### src/rtl/tdt_dmi_apb_master_if.sv
// DMI transport request/response channel and APB3 bus toward the debug module.
// The master modport is the initiator's view; slave is the environment's view.
interface tdt_dmi_apb_master_if #(
    parameter int ADDR_W = 12
);
    logic              dtm_dmi_req_vld;
    logic              dtm_dmi_req_rdy;
    logic [1:0]        dtm_dmi_req_op;
    logic [ADDR_W-1:0] dtm_dmi_req_addr;
    logic [31:0]       dtm_dmi_req_wdata;
    logic              dtm_dmi_rsp_vld;
    logic              dtm_dmi_rsp_rdy;
    logic [31:0]       dtm_dmi_rsp_data;
    logic [1:0]        dtm_dmi_rsp_stat;
    logic              dtm_dmi_err_clr;
    logic              dtm_dmi_sticky_err;

    logic [ADDR_W-1:0] tdt_dmi_paddr;
    logic              tdt_dmi_psel;
    logic              tdt_dmi_penable;
    logic              tdt_dmi_pwrite;
    logic [31:0]       tdt_dmi_pwdata;
    logic [31:0]       tdt_dmi_prdata;
    logic              tdt_dmi_pready;
    logic              tdt_dmi_pslverr;

    modport master (
        input  dtm_dmi_req_vld,
        output dtm_dmi_req_rdy,
        input  dtm_dmi_req_op,
        input  dtm_dmi_req_addr,
        input  dtm_dmi_req_wdata,
        output dtm_dmi_rsp_vld,
        input  dtm_dmi_rsp_rdy,
        output dtm_dmi_rsp_data,
        output dtm_dmi_rsp_stat,
        input  dtm_dmi_err_clr,
        output dtm_dmi_sticky_err,
        output tdt_dmi_paddr,
        output tdt_dmi_psel,
        output tdt_dmi_penable,
        output tdt_dmi_pwrite,
        output tdt_dmi_pwdata,
        input  tdt_dmi_prdata,
        input  tdt_dmi_pready,
        input  tdt_dmi_pslverr
    );

    modport slave (
        output dtm_dmi_req_vld,
        input  dtm_dmi_req_rdy,
        output dtm_dmi_req_op,
        output dtm_dmi_req_addr,
        output dtm_dmi_req_wdata,
        input  dtm_dmi_rsp_vld,
        output dtm_dmi_rsp_rdy,
        input  dtm_dmi_rsp_data,
        input  dtm_dmi_rsp_stat,
        output dtm_dmi_err_clr,
        input  dtm_dmi_sticky_err,
        input  tdt_dmi_paddr,
        input  tdt_dmi_psel,
        input  tdt_dmi_penable,
        input  tdt_dmi_pwrite,
        input  tdt_dmi_pwdata,
        output tdt_dmi_prdata,
        output tdt_dmi_pready,
        output tdt_dmi_pslverr
    );
endinterface

### src/rtl/tdt_dmi_apb_master.sv
// DMI initiator: one debug-transport request at a time issued as an APB3 transfer,
// with ready-timeout and dmistat-style sticky error.
module tdt_dmi_apb_master #(
    parameter int ADDR_W = 12,
    parameter int TO_W   = 8,
    parameter int TO_CYC = 200
) (
    input  logic                 sys_apb_clk,
    input  logic                 sys_apb_rst,
    tdt_dmi_apb_master_if.master dmi
);
    localparam logic [1:0] S_IDLE   = 2'd0;
    localparam logic [1:0] S_SETUP  = 2'd1;
    localparam logic [1:0] S_ACCESS = 2'd2;
    localparam logic [1:0] S_RESP   = 2'd3;

    localparam logic [1:0] OP_NOP   = 2'd0;
    localparam logic [1:0] OP_RD    = 2'd1;
    localparam logic [1:0] OP_WR    = 2'd2;

    localparam logic [1:0] ST_OK    = 2'd0;
    localparam logic [1:0] ST_FAIL  = 2'd2;

    localparam logic [TO_W-1:0] TO_LAST =
        TO_W'((TO_CYC == 0) ? 0 : TO_CYC - 1);

    logic [1:0]        state;
    logic [1:0]        op_q;
    logic [ADDR_W-1:0] addr_q;
    logic [31:0]       wdata_q;
    logic [TO_W-1:0]   to_cnt;
    logic [31:0]       rsp_data_q;
    logic [1:0]        rsp_stat_q;
    logic              rsp_vld_q;
    logic              sticky_q;

    logic              req_fire;
    logic              op_rw;
    logic              op_nop;
    logic              idle_go;
    logic [1:0]        idle_stat;
    logic              to_hit;
    logic              acc_done;
    logic [1:0]        acc_stat;
    logic [31:0]       acc_data;
    logic              set_err;

    assign req_fire = (state == S_IDLE) && dmi.dtm_dmi_req_vld;
    assign op_rw    = (dmi.dtm_dmi_req_op == OP_RD) ||
                      (dmi.dtm_dmi_req_op == OP_WR);
    assign op_nop   = (dmi.dtm_dmi_req_op == OP_NOP);

    // Only a clean read/write reaches the bus; everything else answers at once.
    always_comb begin
        idle_go   = 1'b0;
        idle_stat = ST_FAIL;
        unique case (1'b1)
            op_rw && !sticky_q:  idle_go   = 1'b1;
            op_nop && !sticky_q: idle_stat = ST_OK;
            default:             idle_stat = ST_FAIL;
        endcase
    end

    assign to_hit   = (TO_CYC != 0) && (to_cnt == TO_LAST);
    assign acc_done = (state == S_ACCESS) &&
                      (dmi.tdt_dmi_pready || to_hit);

    // pready wins over a timeout landing in the same cycle.
    always_comb begin
        acc_stat = ST_FAIL;
        acc_data = 32'd0;
        if (dmi.tdt_dmi_pready && !dmi.tdt_dmi_pslverr) begin
            acc_stat = ST_OK;
            if (op_q == OP_RD) begin
                acc_data = dmi.tdt_dmi_prdata;
            end
        end
    end

    assign set_err = (req_fire && !idle_go && (idle_stat == ST_FAIL)) ||
                     (acc_done && (acc_stat == ST_FAIL));

    always_ff @(posedge sys_apb_clk or posedge sys_apb_rst) begin
        if (sys_apb_rst) begin
            state      <= S_IDLE;
            op_q       <= OP_NOP;
            addr_q     <= '0;
            wdata_q    <= 32'd0;
            to_cnt     <= '0;
            rsp_data_q <= 32'd0;
            rsp_stat_q <= ST_OK;
            rsp_vld_q  <= 1'b0;
        end else begin
            case (state)
                S_IDLE: begin
                    if (req_fire) begin
                        op_q       <= dmi.dtm_dmi_req_op;
                        addr_q     <= dmi.dtm_dmi_req_addr;
                        wdata_q    <= dmi.dtm_dmi_req_wdata;
                        to_cnt     <= '0;
                        rsp_data_q <= 32'd0;
                        if (idle_go) begin
                            state <= S_SETUP;
                        end else begin
                            state      <= S_RESP;
                            rsp_vld_q  <= 1'b1;
                            rsp_stat_q <= idle_stat;
                        end
                    end
                end
                S_SETUP: begin
                    state <= S_ACCESS;
                end
                S_ACCESS: begin
                    if (acc_done) begin
                        state      <= S_RESP;
                        rsp_vld_q  <= 1'b1;
                        rsp_stat_q <= acc_stat;
                        rsp_data_q <= acc_data;
                    end else begin
                        to_cnt <= to_cnt + 1'b1;
                    end
                end
                default: begin
                    if (dmi.dtm_dmi_rsp_rdy) begin
                        state     <= S_IDLE;
                        rsp_vld_q <= 1'b0;
                    end
                end
            endcase
        end
    end

    // A new error outranks a clear arriving in the same cycle.
    always_ff @(posedge sys_apb_clk or posedge sys_apb_rst) begin
        if (sys_apb_rst) begin
            sticky_q <= 1'b0;
        end else if (set_err) begin
            sticky_q <= 1'b1;
        end else if (dmi.dtm_dmi_err_clr) begin
            sticky_q <= 1'b0;
        end
    end

    assign dmi.dtm_dmi_req_rdy    = (state == S_IDLE);
    assign dmi.dtm_dmi_rsp_vld    = rsp_vld_q;
    assign dmi.dtm_dmi_rsp_data   = rsp_data_q;
    assign dmi.dtm_dmi_rsp_stat   = rsp_stat_q;
    assign dmi.dtm_dmi_sticky_err = sticky_q;

    assign dmi.tdt_dmi_psel    = (state == S_SETUP) || (state == S_ACCESS);
    assign dmi.tdt_dmi_penable = (state == S_ACCESS);
    assign dmi.tdt_dmi_paddr   = addr_q;
    assign dmi.tdt_dmi_pwrite  = (op_q == OP_WR);
    assign dmi.tdt_dmi_pwdata  = wdata_q;
endmodule

### src/flat_wrapper.sv
// flat-port wrapper written by rule: the top's interface ports become plain ports
module tdt_dmi_apb_master_flat 
#(
    parameter int ADDR_W = 12,
    parameter int TO_W   = 8,
    parameter int TO_CYC = 200
)
  (sys_apb_clk, sys_apb_rst, dmi_dtm_dmi_req_vld, dmi_dtm_dmi_req_rdy, dmi_dtm_dmi_req_op, dmi_dtm_dmi_req_addr, dmi_dtm_dmi_req_wdata, dmi_dtm_dmi_rsp_vld, dmi_dtm_dmi_rsp_rdy, dmi_dtm_dmi_rsp_data, dmi_dtm_dmi_rsp_stat, dmi_dtm_dmi_err_clr, dmi_dtm_dmi_sticky_err, dmi_tdt_dmi_paddr, dmi_tdt_dmi_psel, dmi_tdt_dmi_penable, dmi_tdt_dmi_pwrite, dmi_tdt_dmi_pwdata, dmi_tdt_dmi_prdata, dmi_tdt_dmi_pready, dmi_tdt_dmi_pslverr);
  tdt_dmi_apb_master_if #(.ADDR_W(ADDR_W)) dmi_i ();
  input  logic sys_apb_clk;
  input  logic sys_apb_rst;
  input wire logic [$bits(dmi_i.dtm_dmi_req_vld)-1:0] dmi_dtm_dmi_req_vld;
  output wire logic [$bits(dmi_i.dtm_dmi_req_rdy)-1:0] dmi_dtm_dmi_req_rdy;
  input wire logic [$bits(dmi_i.dtm_dmi_req_op)-1:0] dmi_dtm_dmi_req_op;
  input wire logic [$bits(dmi_i.dtm_dmi_req_addr)-1:0] dmi_dtm_dmi_req_addr;
  input wire logic [$bits(dmi_i.dtm_dmi_req_wdata)-1:0] dmi_dtm_dmi_req_wdata;
  output wire logic [$bits(dmi_i.dtm_dmi_rsp_vld)-1:0] dmi_dtm_dmi_rsp_vld;
  input wire logic [$bits(dmi_i.dtm_dmi_rsp_rdy)-1:0] dmi_dtm_dmi_rsp_rdy;
  output wire logic [$bits(dmi_i.dtm_dmi_rsp_data)-1:0] dmi_dtm_dmi_rsp_data;
  output wire logic [$bits(dmi_i.dtm_dmi_rsp_stat)-1:0] dmi_dtm_dmi_rsp_stat;
  input wire logic [$bits(dmi_i.dtm_dmi_err_clr)-1:0] dmi_dtm_dmi_err_clr;
  output wire logic [$bits(dmi_i.dtm_dmi_sticky_err)-1:0] dmi_dtm_dmi_sticky_err;
  output wire logic [$bits(dmi_i.tdt_dmi_paddr)-1:0] dmi_tdt_dmi_paddr;
  output wire logic [$bits(dmi_i.tdt_dmi_psel)-1:0] dmi_tdt_dmi_psel;
  output wire logic [$bits(dmi_i.tdt_dmi_penable)-1:0] dmi_tdt_dmi_penable;
  output wire logic [$bits(dmi_i.tdt_dmi_pwrite)-1:0] dmi_tdt_dmi_pwrite;
  output wire logic [$bits(dmi_i.tdt_dmi_pwdata)-1:0] dmi_tdt_dmi_pwdata;
  input wire logic [$bits(dmi_i.tdt_dmi_prdata)-1:0] dmi_tdt_dmi_prdata;
  input wire logic [$bits(dmi_i.tdt_dmi_pready)-1:0] dmi_tdt_dmi_pready;
  input wire logic [$bits(dmi_i.tdt_dmi_pslverr)-1:0] dmi_tdt_dmi_pslverr;
  assign dmi_i.dtm_dmi_req_vld = dmi_dtm_dmi_req_vld;
  assign dmi_dtm_dmi_req_rdy = dmi_i.dtm_dmi_req_rdy;
  assign dmi_i.dtm_dmi_req_op = dmi_dtm_dmi_req_op;
  assign dmi_i.dtm_dmi_req_addr = dmi_dtm_dmi_req_addr;
  assign dmi_i.dtm_dmi_req_wdata = dmi_dtm_dmi_req_wdata;
  assign dmi_dtm_dmi_rsp_vld = dmi_i.dtm_dmi_rsp_vld;
  assign dmi_i.dtm_dmi_rsp_rdy = dmi_dtm_dmi_rsp_rdy;
  assign dmi_dtm_dmi_rsp_data = dmi_i.dtm_dmi_rsp_data;
  assign dmi_dtm_dmi_rsp_stat = dmi_i.dtm_dmi_rsp_stat;
  assign dmi_i.dtm_dmi_err_clr = dmi_dtm_dmi_err_clr;
  assign dmi_dtm_dmi_sticky_err = dmi_i.dtm_dmi_sticky_err;
  assign dmi_tdt_dmi_paddr = dmi_i.tdt_dmi_paddr;
  assign dmi_tdt_dmi_psel = dmi_i.tdt_dmi_psel;
  assign dmi_tdt_dmi_penable = dmi_i.tdt_dmi_penable;
  assign dmi_tdt_dmi_pwrite = dmi_i.tdt_dmi_pwrite;
  assign dmi_tdt_dmi_pwdata = dmi_i.tdt_dmi_pwdata;
  assign dmi_i.tdt_dmi_prdata = dmi_tdt_dmi_prdata;
  assign dmi_i.tdt_dmi_pready = dmi_tdt_dmi_pready;
  assign dmi_i.tdt_dmi_pslverr = dmi_tdt_dmi_pslverr;
  tdt_dmi_apb_master #(.ADDR_W(ADDR_W), .TO_W(TO_W), .TO_CYC(TO_CYC)) u_core (.sys_apb_clk(sys_apb_clk), .sys_apb_rst(sys_apb_rst), .dmi(dmi_i));
endmodule
### config.mk
export PLATFORM = sky130hd
export DESIGN_NAME = tdt_dmi_apb_master_flat
export DESIGN_NICKNAME = d
export VERILOG_FILES = /design/src/rtl/tdt_dmi_apb_master_if.sv /design/src/rtl/tdt_dmi_apb_master.sv /design/src/flat_wrapper.sv
export SDC_FILE = /design/constraint.sdc
export NUM_CORES = 1
export LEC_CHECK = 0
export CAP_MARGIN = 20
export CORE_MARGIN = 4
export CORE_UTILIZATION = 40
export DETAILED_ROUTE_END_ITERATION = 6
export PLACE_DENSITY = 0.82
export SYNTH_ARGS = -nofsm -noshare
export SYNTH_HDL_FRONTEND = slang
export SYNTH_SLANG_ARGS = --single-unit
### constraint.sdc
create_clock -name sys_apb_clk -period 7 [get_ports sys_apb_clk]
set_input_delay 2.1 -clock sys_apb_clk [delete_from_list [all_inputs] [get_ports sys_apb_clk]]
set_output_delay 2.1 -clock sys_apb_clk [all_outputs]
set_load 0.01 [all_outputs]
==> metrics.txt <==
status completed; xor and xnor area share after synthesis 0%; vias in the first global route 3363; Crit Path Class reg -> out; met3 GRT Util 3.76%; CTS Buf Count 9; Vias per Instance 5.11; CP Max Fanout 19; Util after Layout 61.4%; max_slew headroom 46.3%; Inst Count DP 631; share of the synthesized area in the top cell type 56.3%; Routed WL per cell 16.4 µm; die height 109 µm; initial antenna violation count 0; met2 GRT Util 29.3%; Post-DRT Antenna Nets 0; IO Count 169; Worst Tran Pin Value 789 ps; first-pass GRT wire length 16.6 mm; combinational family with the most area after synthesis compound AO/OA/AOI/OAI gates; Max Slew Vio Count 0; area growth from synthesis to layout 49.0%; complex-gate fraction of the synthesized area 14.4%; minimum clock period 4240 ps; Netlist cell types 40; Lkg Pwr 2.61 nW; Post-synth top cells dfrtp_1 (91), mux2_2 (47), o21ai_0 (40); Worst Clk Skew 11.4 ps; PortBufs 167; DP Wirelength 7.79 mm; Post-CTS Hold Buffers 0; final hold violation count 0; share of cells above drive strength 1 14.6%; initial core utilization 41.2%; H-Tree Depth 3; latest clock arrival within the worst-skew pair 350 ps; simple-gate portion of the synthesized area 6.90%; Syn. warnings 0; cell area after layout 6030 µm²; Final period util 60.5%; Core Region 9820 µm²; DP Area 5800 µm²; post-synthesis adder-cell area fraction 1.86%; Post-synth top flop dfrtp_1; number of diodes 0; Highest Clock Rate 236 MHz; RePlAce Congestion 0.820; number of flops mapped to enable cells by yosys 0; detailed-router iteration count before antenna repair 4; RSZ-0062 raised after global routing false; non-filler cells, final 648; proportion of synthesized area in mux cells 13.6%; DRT iter0 DRCs 207; CTS clk-pin slew, worst paths 90 ps; setup TNS 0 ps; hold_ws 510 ps; gr ovfl total 0; root buf cell clkbuf_8; Die X 109 µm; Cells after Synth 350; post-CTS setup buffers 0; CTS tree built; crit path DAT 2140 ps; Hold/Removal Path Class reg -> reg; nets@finish 601; full die area 11800 µm²; crit path launch type register; TritonCTS Sinks 91; GRT Total Usage 17.8%; mean post-synth cell area 11.6 µm²; register area share after synthesis 56.3%; # DRC 0; Power per Cell Area 357 nW/µm²; # rows 36; largest net degree at the start of global routing 58; post-synth top area cell dfrtp_1; grt peak-use layer met2; post-CTS sizing 0; slowest CP cell clkdlybuf4s50_1; Async SR Flop Fraction 100%; cells along the critical path inv_1 -> ha_1 -> clkdlybuf4s50_1; Max-cap violations 0; top-count cell post-synth dfrtp_1; hold depth 1; WP data required 4900 ps; maximum VDD drop 0.181 mV; Post-Syn Area 4040 µm²; crit end category output pin; Fillers 815; Yosys reg bits 91; via count 3310; met1 GRT Util 22.4%; Final setup viols 0; CTS Buffer Depth 2; syn_nets 441; ranking of synthesized cells by area dfrtp_1 (56%), mux2_2 (13%), o31ai_1 (6.3%); r2r setup slk 4240 ps; worst r2r path cells 7; Total Wirelength 10.6 mm; Worst path max stage delay 690 ps
[stage by stage]
stage | worst slack [ps] | total power [mW]
final | 2760 | 2.15
after floorplan | 2540 | 1.32
after CTS | 2750 | 2.16
after global routing | 2660 | 2.28
after global placement | 2470 | 1.76
after detailed placement | 2660 | 1.80
[metal layers]
metal / up-vias / part of all wire [%] / wire [µm]
met4: 0 / 3.0 / 323
met2: 141 / 51 / 5400
li1: 1544 / - / -
met3: 26 / 7.0 / 741
met5: - / 0 / 0
met1: 1599 / 39 / 4170
[worst max-delay path: cells and delay by family, from the launching register on]
kind | cells | cell delay (ps)
buf+inv | 2 | 790
fa+ha+maj | 1 | 580
flops | 1 | 430
[power breakdown]
part | total (mW) | internal [mW] | leakage, nW | switching [mW]
clock | 0.359 | 0.168 | 0.0935 | 0.191
sequential | 0.792 | 0.694 | 1.16 | 0.0978
combinational | 0.998 | 0.547 | 1.36 | 0.451
total | 2.15 | 1.41 | 2.61 | 0.740
[layout make-up]
class | count | area, µm² | area share [%]
tap | 133 | 166 | 2.76
clock buffer | 10 | 128 | 2.12
clock inverter | 6 | 71.3 | 1.18
inverter | 38 | 144 | 2.39
sequential | 91 | 2280 | 37.8
multi-input combinational | 197 | 1500 | 24.8
timing repair buffer | 173 | 1740 | 28.9
[worst paths after layout]
path / start / to
max: u_core.state[0] / dmi_tdt_dmi_penable
min: u_core.dmi.tdt_dmi_pwdata[30] / u_core.dmi.tdt_dmi_pwdata[30]
max reg2reg: u_core.state[0] / u_core.to_cnt[6]
min reg2reg: u_core.dmi.tdt_dmi_pwdata[30] / u_core.dmi.tdt_dmi_pwdata[30]
max in group asynchronous: sys_apb_rst / u_core.dmi.dtm_dmi_rsp_data[13]
min in group asynchronous: sys_apb_rst / u_core.dmi.tdt_dmi_pwdata[27]
[cell usage in the layout, fill, tap and decap left out, types with 2 or more instances in the layout]
cell type        Yosys  final
clkdlybuf4s50_1      0    167
nor3_1               2      2
nor2_1               8      8
inv_6                0      2
a211o_1              2      2
dfrtp_1             91     91
o21ai_0             40     40
mux2_2              47     47
or3_1                6      6
nand4_1              2      2
or2_2                2      2
nand3_1              5      5
clkbuf_8             0      9
o31ai_1             34     34
clkinvlp_4           0      2
nand2_1              9      8
nor2b_1              2      2
ha_1                 6      6
nand2b_1             5      5
buf_4                3      4
inv_1               38     37
a21oi_1              8      8
[sequential cells by signal, indices dropped and copies added, names as in the netlist]
| signal | flops |
|---|---|
| u_core.state | 2 |
| u_core.dmi.tdt_dmi_paddr | 12 |
| u_core.dmi.dtm_dmi_sticky_err | 1 |
| u_core.dmi.dtm_dmi_rsp_stat | 1 |
| u_core.dmi.dtm_dmi_rsp_vld | 1 |
| u_core.to_cnt | 8 |
| u_core.dmi.tdt_dmi_pwdata | 32 |
| u_core.dmi.dtm_dmi_rsp_data | 32 |
| u_core.op_q | 2 |
[cell families (layout without fill, tap and decap cells)]
group | count (synthesis) | count (layout)
flops | 91 | 91
mux | 49 | 49
other cells | 1 | 1
compound gates | 92 | 92
simple gates | 49 | 49
buf+inv | 62 | 227
fa+ha+maj | 6 | 6
Power figures use the tool's default switching activity.
